<file path="src/rtl/saradc_cdac_seq.sv">
// ============================================================================
// Module      : saradc_cdac_seq
// Description : Switch sequencer for a binary-weighted SAR CDAC: sample, hold,
//               then one MSB-first trial per bit with break-before-make gaps.
// Revision    : 1.0 - initial release
// ============================================================================
`default_nettype none

module saradc_cdac_seq #(
    parameter int NBITS   = 8,
    parameter int NSAMP   = 2,
    parameter int NSETTLE = 1,
    parameter int TIMEOUT = 15
) (
    input  logic             CLK,
    input  logic             RST,
    input  logic             START,
    input  logic             COMP,
    input  logic             COMP_VALID,
    output logic             CMP_EN,
    output logic             CPRE,
    output logic             CPREB,
    output logic             CHOLD,
    output logic             CHOLDB,
    output logic [NBITS-1:0] CRH,
    output logic [NBITS-1:0] CRHB,
    output logic [NBITS-1:0] CRL,
    output logic [NBITS-1:0] CRLB,
    output logic [NBITS-1:0] DOUT,
    output logic             DONE,
    output logic             BUSY,
    output logic             ERR
);

    localparam int c_CNT_MAX0 = (NSAMP > NSETTLE) ? NSAMP : NSETTLE;
    localparam int c_CNT_MAX  = (c_CNT_MAX0 > TIMEOUT) ? c_CNT_MAX0 : TIMEOUT;
    localparam int c_CNT_W    = $clog2(c_CNT_MAX + 1);
    localparam int c_IDX_W    = (NBITS > 1) ? $clog2(NBITS) : 1;

    localparam logic [c_CNT_W-1:0] c_SAMP_LAST   = c_CNT_W'(NSAMP - 1);
    localparam logic [c_CNT_W-1:0] c_SETTLE_LAST = c_CNT_W'(NSETTLE - 1);
    localparam logic [c_CNT_W-1:0] c_TO_LAST     = c_CNT_W'(TIMEOUT - 1);
    localparam logic [c_IDX_W-1:0] c_IDX_TOP     = c_IDX_W'(NBITS - 1);
    localparam logic [c_IDX_W-1:0] c_IDX_ZERO    = '0;

    typedef enum logic [3:0] {
        S_IDLE    = 4'd0,
        S_SAMPLE  = 4'd1,
        S_GAP     = 4'd2,
        S_SET     = 4'd3,
        S_SETTLE  = 4'd4,
        S_COMPARE = 4'd5,
        S_WAIT    = 4'd6,
        S_REJECT  = 4'd7,
        S_FIN     = 4'd8
    } t_state;

    t_state              r_state;
    logic [c_CNT_W-1:0]  r_cnt;
    logic [c_IDX_W-1:0]  r_idx;
    logic [NBITS-1:0]    r_shadow;
    logic                r_cmp_en;
    logic                r_cpre;
    logic                r_chold;
    logic [NBITS-1:0]    r_crh;
    logic [NBITS-1:0]    r_crl;
    logic [NBITS-1:0]    r_dout;
    logic                r_done;
    logic                r_busy;
    logic                r_err;

    logic [c_IDX_W-1:0]  w_idx_dn;
    logic                w_accept;
    logic [NBITS-1:0]    w_shadow_fin;

    assign w_idx_dn = r_idx - 1'b1;
    assign w_accept = (r_state == S_WAIT) && COMP_VALID && COMP;
    // FIN is only entered while on bit 0, so the live decision lands in bit 0
    assign w_shadow_fin = r_shadow | NBITS'(w_accept);

    always_ff @(posedge CLK) begin
        if (RST) begin
            r_state  <= S_IDLE;
            r_cnt    <= '0;
            r_idx    <= c_IDX_TOP;
            r_shadow <= '0;
            r_cmp_en <= 1'b0;
            r_cpre   <= 1'b0;
            r_chold  <= 1'b0;
            r_crh    <= '0;
            r_crl    <= '1;
            r_dout   <= '0;
            r_done   <= 1'b0;
            r_busy   <= 1'b0;
            r_err    <= 1'b0;
        end else begin
            r_done   <= 1'b0;
            r_cmp_en <= 1'b0;
            case (r_state)
                S_IDLE: begin
                    if (START) begin
                        r_state  <= S_SAMPLE;
                        r_cpre   <= 1'b1;
                        r_err    <= 1'b0;
                        r_idx    <= c_IDX_TOP;
                        r_cnt    <= '0;
                        r_shadow <= '0;
                        r_busy   <= 1'b1;
                    end
                end
                S_SAMPLE: begin
                    if (r_cnt == c_SAMP_LAST) begin
                        r_cpre  <= 1'b0;
                        r_state <= S_GAP;
                    end else begin
                        r_cnt <= r_cnt + 1'b1;
                    end
                end
                S_GAP: begin
                    r_chold      <= 1'b1;
                    r_crl[r_idx] <= 1'b0;
                    r_state      <= S_SET;
                end
                S_SET: begin
                    // CRL[i] has been low for a full cycle; safe to close CRH[i]
                    r_crh[r_idx] <= 1'b1;
                    r_cnt        <= '0;
                    r_state      <= S_SETTLE;
                end
                S_SETTLE: begin
                    if (r_cnt == c_SETTLE_LAST) begin
                        r_cmp_en <= 1'b1;
                        r_state  <= S_COMPARE;
                    end else begin
                        r_cnt <= r_cnt + 1'b1;
                    end
                end
                S_COMPARE: begin
                    r_cnt   <= '0;
                    r_state <= S_WAIT;
                end
                S_WAIT: begin
                    if (COMP_VALID && COMP) begin
                        r_shadow[r_idx] <= 1'b1;
                        if (r_idx == c_IDX_ZERO) begin
                            r_state <= S_FIN;
                            r_done  <= 1'b1;
                            r_dout  <= w_shadow_fin;
                            r_chold <= 1'b0;
                            r_crh   <= '0;
                        end else begin
                            r_idx           <= w_idx_dn;
                            r_crl[w_idx_dn] <= 1'b0;
                            r_state         <= S_SET;
                        end
                    end else if (COMP_VALID || (r_cnt == c_TO_LAST)) begin
                        // explicit reject or comparator timeout
                        r_shadow[r_idx] <= 1'b0;
                        r_crh[r_idx]    <= 1'b0;
                        r_state         <= S_REJECT;
                        if (!COMP_VALID) begin
                            r_err <= 1'b1;
                        end
                    end else begin
                        r_cnt <= r_cnt + 1'b1;
                    end
                end
                S_REJECT: begin
                    r_crl[r_idx] <= 1'b1;
                    if (r_idx == c_IDX_ZERO) begin
                        r_state <= S_FIN;
                        r_done  <= 1'b1;
                        r_dout  <= w_shadow_fin;
                        r_chold <= 1'b0;
                        r_crh   <= '0;
                    end else begin
                        r_idx           <= w_idx_dn;
                        r_crl[w_idx_dn] <= 1'b0;
                        r_state         <= S_SET;
                    end
                end
                S_FIN: begin
                    // CRH opened on FIN entry, so CRL can close now
                    r_crl   <= '1;
                    r_busy  <= 1'b0;
                    r_state <= S_IDLE;
                end
                default: begin
                    r_state <= S_IDLE;
                    r_cpre  <= 1'b0;
                    r_chold <= 1'b0;
                    r_crh   <= '0;
                    r_crl   <= '1;
                    r_busy  <= 1'b0;
                end
            endcase
        end
    end

    assign CMP_EN = r_cmp_en;
    assign CPRE   = r_cpre;
    assign CPREB  = ~r_cpre;
    assign CHOLD  = r_chold;
    assign CHOLDB = ~r_chold;
    assign CRH    = r_crh;
    assign CRHB   = ~r_crh;
    assign CRL    = r_crl;
    assign CRLB   = ~r_crl;
    assign DOUT   = r_dout;
    assign DONE   = r_done;
    assign BUSY   = r_busy;
    assign ERR    = r_err;

endmodule

`default_nettype wire

</file>
<file path="config.mk">
export PLATFORM = sky130hd
export DESIGN_NAME = saradc_cdac_seq
export DESIGN_NICKNAME = d
export VERILOG_FILES = /design/src/rtl/saradc_cdac_seq.sv
export SDC_FILE = /design/constraint.sdc
export NUM_CORES = 1
export LEC_CHECK = 0
export ABC_AREA = 1
export BUFFER_PORTS_ARGS = -buffer_cell sky130_fd_sc_hd__buf_4
export CORE_AREA = 10 10 97 99
export CTS_CLUSTER_SIZE = 24
export DETAILED_ROUTE_END_ITERATION = 7
export DIE_AREA = 0 0 107 109
export SLEW_MARGIN = 20
export SYNTH_ARGS = -nofsm -noshare
export SYNTH_HDL_FRONTEND = slang
export SYNTH_SLANG_ARGS = --single-unit
</file>
<file path="constraint.sdc">
create_clock -name CLK -period 1.7 [get_ports CLK]
set_input_delay 0.425 -clock CLK [delete_from_list [all_inputs] [get_ports CLK]]
set_output_delay 0.425 -clock CLK [all_outputs]
set_load 0.03 [all_outputs]
</file>
======== Word-level counts from Yosys, hierarchy flattened ========
Cells that the tools add are included.
storage, ports and cells
  word-level logic and storage cells ...... 145
  input port bits ......................... 5
  register bits ........................... 49
cells by class
  $add $sub $neg .......................... 2
  multiplexer cells ....................... 52
  equality and inequality tests ........... 22
  bitwise logic cells ..................... 21
  magnitude comparators ................... 4
  reductions and logical operators ........ 31
operators by type and width
  cell                                                 number
  two-way mux 8 bit                                    11
  case mux 8 bit (4 select lines)                      2
  two-way mux 4 bit                                    11
  AND 8 bit                                            5
  NOT 8 bit                                            4
  case mux 4 bit (8 select lines)                      1
  case mux 8 bit (2 select lines)                      2
  OR 8 bit                                             3
  case mux 4 bit (5 select lines)                      1
  inequality test 2 bit, second input constant         9
  equality test 4 x 3 -> 1 bit, second input constant  4
  OR reduction 7 bit                                   2
  two-way mux 1 bit                                    13
  AND reduction 3 bit                                  4
  OR reduction 6 bit                                   2
  two-way mux 3 bit                                    3
  case mux 3 bit (3 select lines)                      1
  equality test 4 x 1 -> 1 bit, second input constant  2
  equality test 4 x 2 -> 1 bit, second input constant  2
  equality test 4 bit, second input constant           2
  logical NOT 4 bit                                    2
  < comparator 3 x 4 -> 1 bit, second input constant   2
  NOT 1 bit                                            8
  OR 8 x 1 -> 8 bit                                    1
  21 further kinds                                     35

======== Longest topological paths before layout ========
  depth in word-level cells ............... 10
  mapped depth ............................ 12
  mapped depth without buffers ............ 11

======== Worst setup path before layout ========
Ideal clock, no wire load.
  path type ............................... reg2reg
  start ................................... reg r_idx[0]
  end ..................................... reg r_crl[3] (netlist: CRL[3])
  data arrival time ....................... 1.802 ns
  path buffers ............................ 2
  stages on the path, launching flop included .. 11
  period minus slack after synthesis ...... 1.861 ns
  setup slack ............................. -0.161 ns
  path through ............................ dfxtp_1 -> inv_1 -> clkbuf_1 -> ha_1 -> clkbuf_1 -> clkinv_1 -> nand4_1 -> nand3_1 -> nand3_1 -> nand2_1 -> nand2_1
between the ends
  longest elaborated chain between the ends .. 10
  elaborated cells on any way between the ends .. 24
ends and longest elaborated chain
  what                                                                                                      RTL line  source
  from (decl)                                                                                               60        logic [c_IDX_W-1:0] r_idx;
  from (signal assigned)                                                                                    85        r_idx <= c_IDX_TOP;
  from (signal assigned)                                                                                    105       r_idx <= c_IDX_TOP;
  from (signal assigned)                                                                                    152       r_idx <= w_idx_dn;
  subtractor 3 x 1 -> 3 bit                                                                                 76        assign w_idx_dn = r_idx - 1'b1;
  < comparator 3 x 4 -> 1 bit (implied by the code) / >= comparator 3 x 1 -> 1 bit (equally long branches)  153, 178
  logical AND 1 bit (implied by the code)                                                                   153, 178
  two-way mux 1 bit (implied by the code)                                                                   153, 178
  demux 1 bit (select 3 bit)                                                                                153, 178
  NOT 8 bit (no line)                                                                                       -
  AND 8 bit (no line)                                                                                       -
  two-way mux 8 bit                                                                                         145       if (r_idx == c_IDX_ZERO) begin
  two-way mux 8 bit                                                                                         143       if (COMP_VALID && COMP) begin
  case mux 8 bit (4 select lines)                                                                           99        case (r_state)
  to (signal assigned)                                                                                      91        r_crl <= '1;
  to (signal, indexed assignment)                                                                           121       r_crl[r_idx] <= 1'b0;
  to (signal, indexed assignment)                                                                           153       r_crl[w_idx_dn] <= 1'b0;
  to (decl)                                                                                                 66        logic [NBITS-1:0] r_crl;
Several ways; a longest one is shown, not always the timed one. The select of a mux whose other input is x is not followed.
A chain may end at the register's enable or synchronous reset.

======== Worst setup path in the final report ========
  start ................................... reg r_state[3]
  end ..................................... reg r_shadow[4]
between the ends
  longest elaborated chain between the ends .. 3
  elaborated cells on any way between the ends .. 7
ends and longest elaborated chain
  what                                                                      RTL line  source
  from (decl)                                                               58        t_state r_state;
  from (signal assigned)                                                    83        r_state <= S_IDLE;
  from (signal assigned)                                                    102       r_state <= S_SAMPLE;
  from (signal assigned)                                                    114       r_state <= S_GAP;
  equality test 4 x 3 -> 1 bit / logical NOT 4 bit (equally long branches)  99
  inequality test 3 x 1 -> 1 bit (no line), or another cell as far along    -
  AND reduction 3 bit (no line)                                             -
  to (signal assigned)                                                      86        r_shadow <= '0;
  to (signal assigned)                                                      107       r_shadow <= '0;
  to (signal, indexed assignment)                                           144       r_shadow[r_idx] <= 1'b1;
  to (decl)                                                                 61        logic [NBITS-1:0] r_shadow;
Several ways; a longest one is shown, not always the timed one.

==> key figures <==
Floorplan
  • CORE AREA: 0.007527 sq mm
  • Die Area: 0.01166 sq mm
  • Core Rows: 32
  • Die W: 107 microns
  • Die height: 109 microns
  • Starting Density: 40.99%
  • IO Count: 53

STA
  • Fin Hold WS: 0.4222 ns
  • Fmax: 0.6452 GHz
  • Slew Viols, Final: 0
  • Crit path time final: 1.550 ns
  • Count of final setup violators: 0
  • Slew margin rel.: 74.88%
  • Worst Clk Skew: 0.01137 ns
  • Hold Violations, Final: 0
  • Slew of the pin with the lowest slew margin: 0.3729 ns
  • Worst setup margin: 0.1501 ns
  • Period utilisation layout: 91.17%
  • Setup_tns: 0 ns

Pwr
  • Clock power share: 13.1%
  • Switch share: 48.90%
  • Switch Pwr: 2.760 mW
  • Leakage power: 2.000 nW
  • Gate power share: 60.5%
  • IR drop worst, VDD: 0.6796 mV
  • PD cells: 1408 mW/mm^2
  • Sequential power share: 26.4%
  • Internal power: 2.885 mW

Clock network
  • CTS sink count: 49
  • CTS tree: built
  • Clock Tree Buf Depth: 2
  • Skew-Pair Late Insertion Delay: 0.31 ns
  • CTS buffer count: 5
  • Clk root buf: clkbuf_8
  • Clock slew at reported path FFs: 0.10 ns
  • Htree depth: 2

Synth
  • Most used DFF post-synth: dfxtp_1
  • Syn Inst Count: 489
  • Yosys warnings: 0
  • Part of the Yosys area used for sequential elements: 31.79%
  • EDFF count, synth: 0
  • Synth unique cells: 31
  • Synth async-reset ratio: 0%
  • Post-Syn Nets: 500
  • Synth Register Bits: 49
  • Post-Syn Area per Cell: 6.310 sq um
  • Netlist Area Pre-Place: 0.003085 sq mm

Worst setup path
  • Crit path DAT: 1.80 ns
  • Worst path required time: 1.95 ns
  • Crit-path max FO: 13
  • Startpoint Class: flop
  • Critical Path End Type: flop
  • Crit Path Class: reg -> reg

Layout
  • Area Growth Syn to Fin: 29.97%
  • Share of cells above drive strength 1: 24.87%
  • Nets: 585
  • Final cell area excluding filler cells: 0.004010 sq mm
  • Most frequent cells in the layout: nand2_1 (122), buf_4 (89), inv_1 (70)
  • Number of diodes: 0
  • Commonest non-fill, non-tap cell in the layout: nand2_1
  • Layout Cells excl Fill: 677

Routing
  • DR vias/cell: 4.970
  • Via count: 3365
  • ANT nets after route: 0
  • Wirelength per Cell: 14.23 microns
  • Router iterations before antenna repair: 5
  • Number of DRC violations after detailed-routing iteration 0: 197
  • Drt drc: 0
  • Routed wire length: 9635 microns

GRT
  • Vias in the first global route: 3058
  • GRT Resource Usage Total: 16.42%
  • Initial antenna violation count: 0
  • Global route total overflow: 0
  • First-pass GRT wire length: 15730 microns
  • Largest net degree at the start of global routing: 26

Placement
  • Placed Area: 0.003820 sq mm
  • PortBufs: 52
  • Pre-CTS WS: 0.08113 ns
  • HPWL after detailed placement: 7657 microns
  • Placed insts: 666
  • RD Place Congestion: 0.8949

Hold path
  • Hold Path Class: in -> reg

Status
  • Status: finished clean

Run
  • Max_cap viols: 0
-- what timing repair did --
item,4_1_cts,5_1_grt
hold buffers,0,0
setup buffers,0,3
setup endpoints to repair,0,33
gates resized for setup,0,17
-- metrics by stage --
step                      utilization [%]  total power [mW]
after floorplan                         -             3.640
after global placement              50.75             4.751
after detailed placement            50.75             4.740
after CTS                           51.99             5.487
after global routing                53.27             6.080
final                               53.27             5.645
-- cell usage after synthesis (3+ instances only) --
| master | count | area share [%] |
|---|---|---|
| nand3_1 | 50 | 8.1 |
| ha_1 | 6 | 2.4 |
| nand2_1 | 124 | 15 |
| o21ai_1 | 3 | 0.49 |
| inv_2 | 3 | 0.36 |
| clkbuf_1 | 5 | 0.61 |
| inv_1 | 71 | 8.6 |
| nor2_2 | 3 | 0.61 |
| nor2_4 | 4 | 1.5 |
| nand2_2 | 5 | 1.0 |
| dfxtp_1 | 49 | 32 |
| buf_6 | 3 | 1.1 |
| a21oi_1 | 34 | 5.5 |
| nand2_4 | 3 | 1.1 |
| o21ai_0 | 39 | 6.3 |
| nand4_1 | 15 | 3.0 |
| buf_1 | 3 | 0.36 |
| nor2_1 | 50 | 6.1 |
-- worst paths after layout --
kind | start | endpoint | slack, ns | cells after the start
hold reg to reg | BUSY | BUSY | 0.45 | 2
setup / recovery | r_state[3] | r_shadow[4] | 0.15 | 11
setup reg to reg | r_state[3] | r_shadow[4] | 0.15 | 11
hold / removal | RST | CRL[7] | 0.42 | 3
-- worst max-delay path, cell delays in order (launching register included) --
cell and delay (ns):
dfxtp_1 0.39, buf_4 0.18, nor2_8 0.19, nand2_4 0.11, nand2_8 0.08, nand2_4 0.05, nor2_4 0.12, buf_12 0.14
nand2_1 0.06, nand2_1 0.05, inv_1 0.03, nor2_1 0.08
-- routing by layer --
metal / up-vias / share of wire (%) / GRT usage, % / wire (microns)
li1: 1734 / - / - / -
met1: 1522 / 48 / 22.01 / 4589
met2: 97 / 46 / 25.94 / 4391
met3: 12 / 5.2 / 3.599 / 505
met4: 0 / 1.5 / 4.642 / 148
met5: - / 0 / 0 / 0
-- power groups by stage --
stage          sequential, mW  combinational (mW)  clock [mW]
2_1_floorplan            1.66                1.98           0
3_3_place_gp             1.50                3.25           0
3_5_place_dp             1.51                3.23           0
4_1_cts                  1.48                3.24       0.766
5_1_grt                  1.52                3.78       0.788
6_report                 1.49                3.41       0.739
-- cell families (layout without fill, tap and decap cells) --
| logic type | Yosys count | count (layout) | synth area share [%] |
|---|---|---|---|
| buffers and inverters | 91 | 177 | 12.04 |
| AOI/OAI and AO/OA | 82 | 82 | 14.48 |
| DFF | 49 | 49 | 31.79 |
| and+or+nand+nor | 260 | 260 | 38.97 |
| adders and majority gates | 6 | 6 | 2.433 |
| xor gates and xnor gates | 1 | 1 | 0.2839 |
-- area by class of cell --
cell class                 instances  area [sq um]
fill                             791          3517
clock inverter                     3         25.02
sequential                        49         984.7
timing repair buffer              91         708.2
clock buffer                       5         68.82
tap                              102         127.6
multi-input combinational        349          1795
inverter                          78         300.3
-- registers in the layout (all words and copies together), names as in the netlist --
signal	count
ERR	1
r_shadow	8
CHOLD	1
r_cnt	4
BUSY	1
DONE	1
r_idx	3
CRL	8
CRH	8
DOUT	8
r_state	4
CMP_EN	1
CPRE	1
Power figures use the tool's default switching activity.
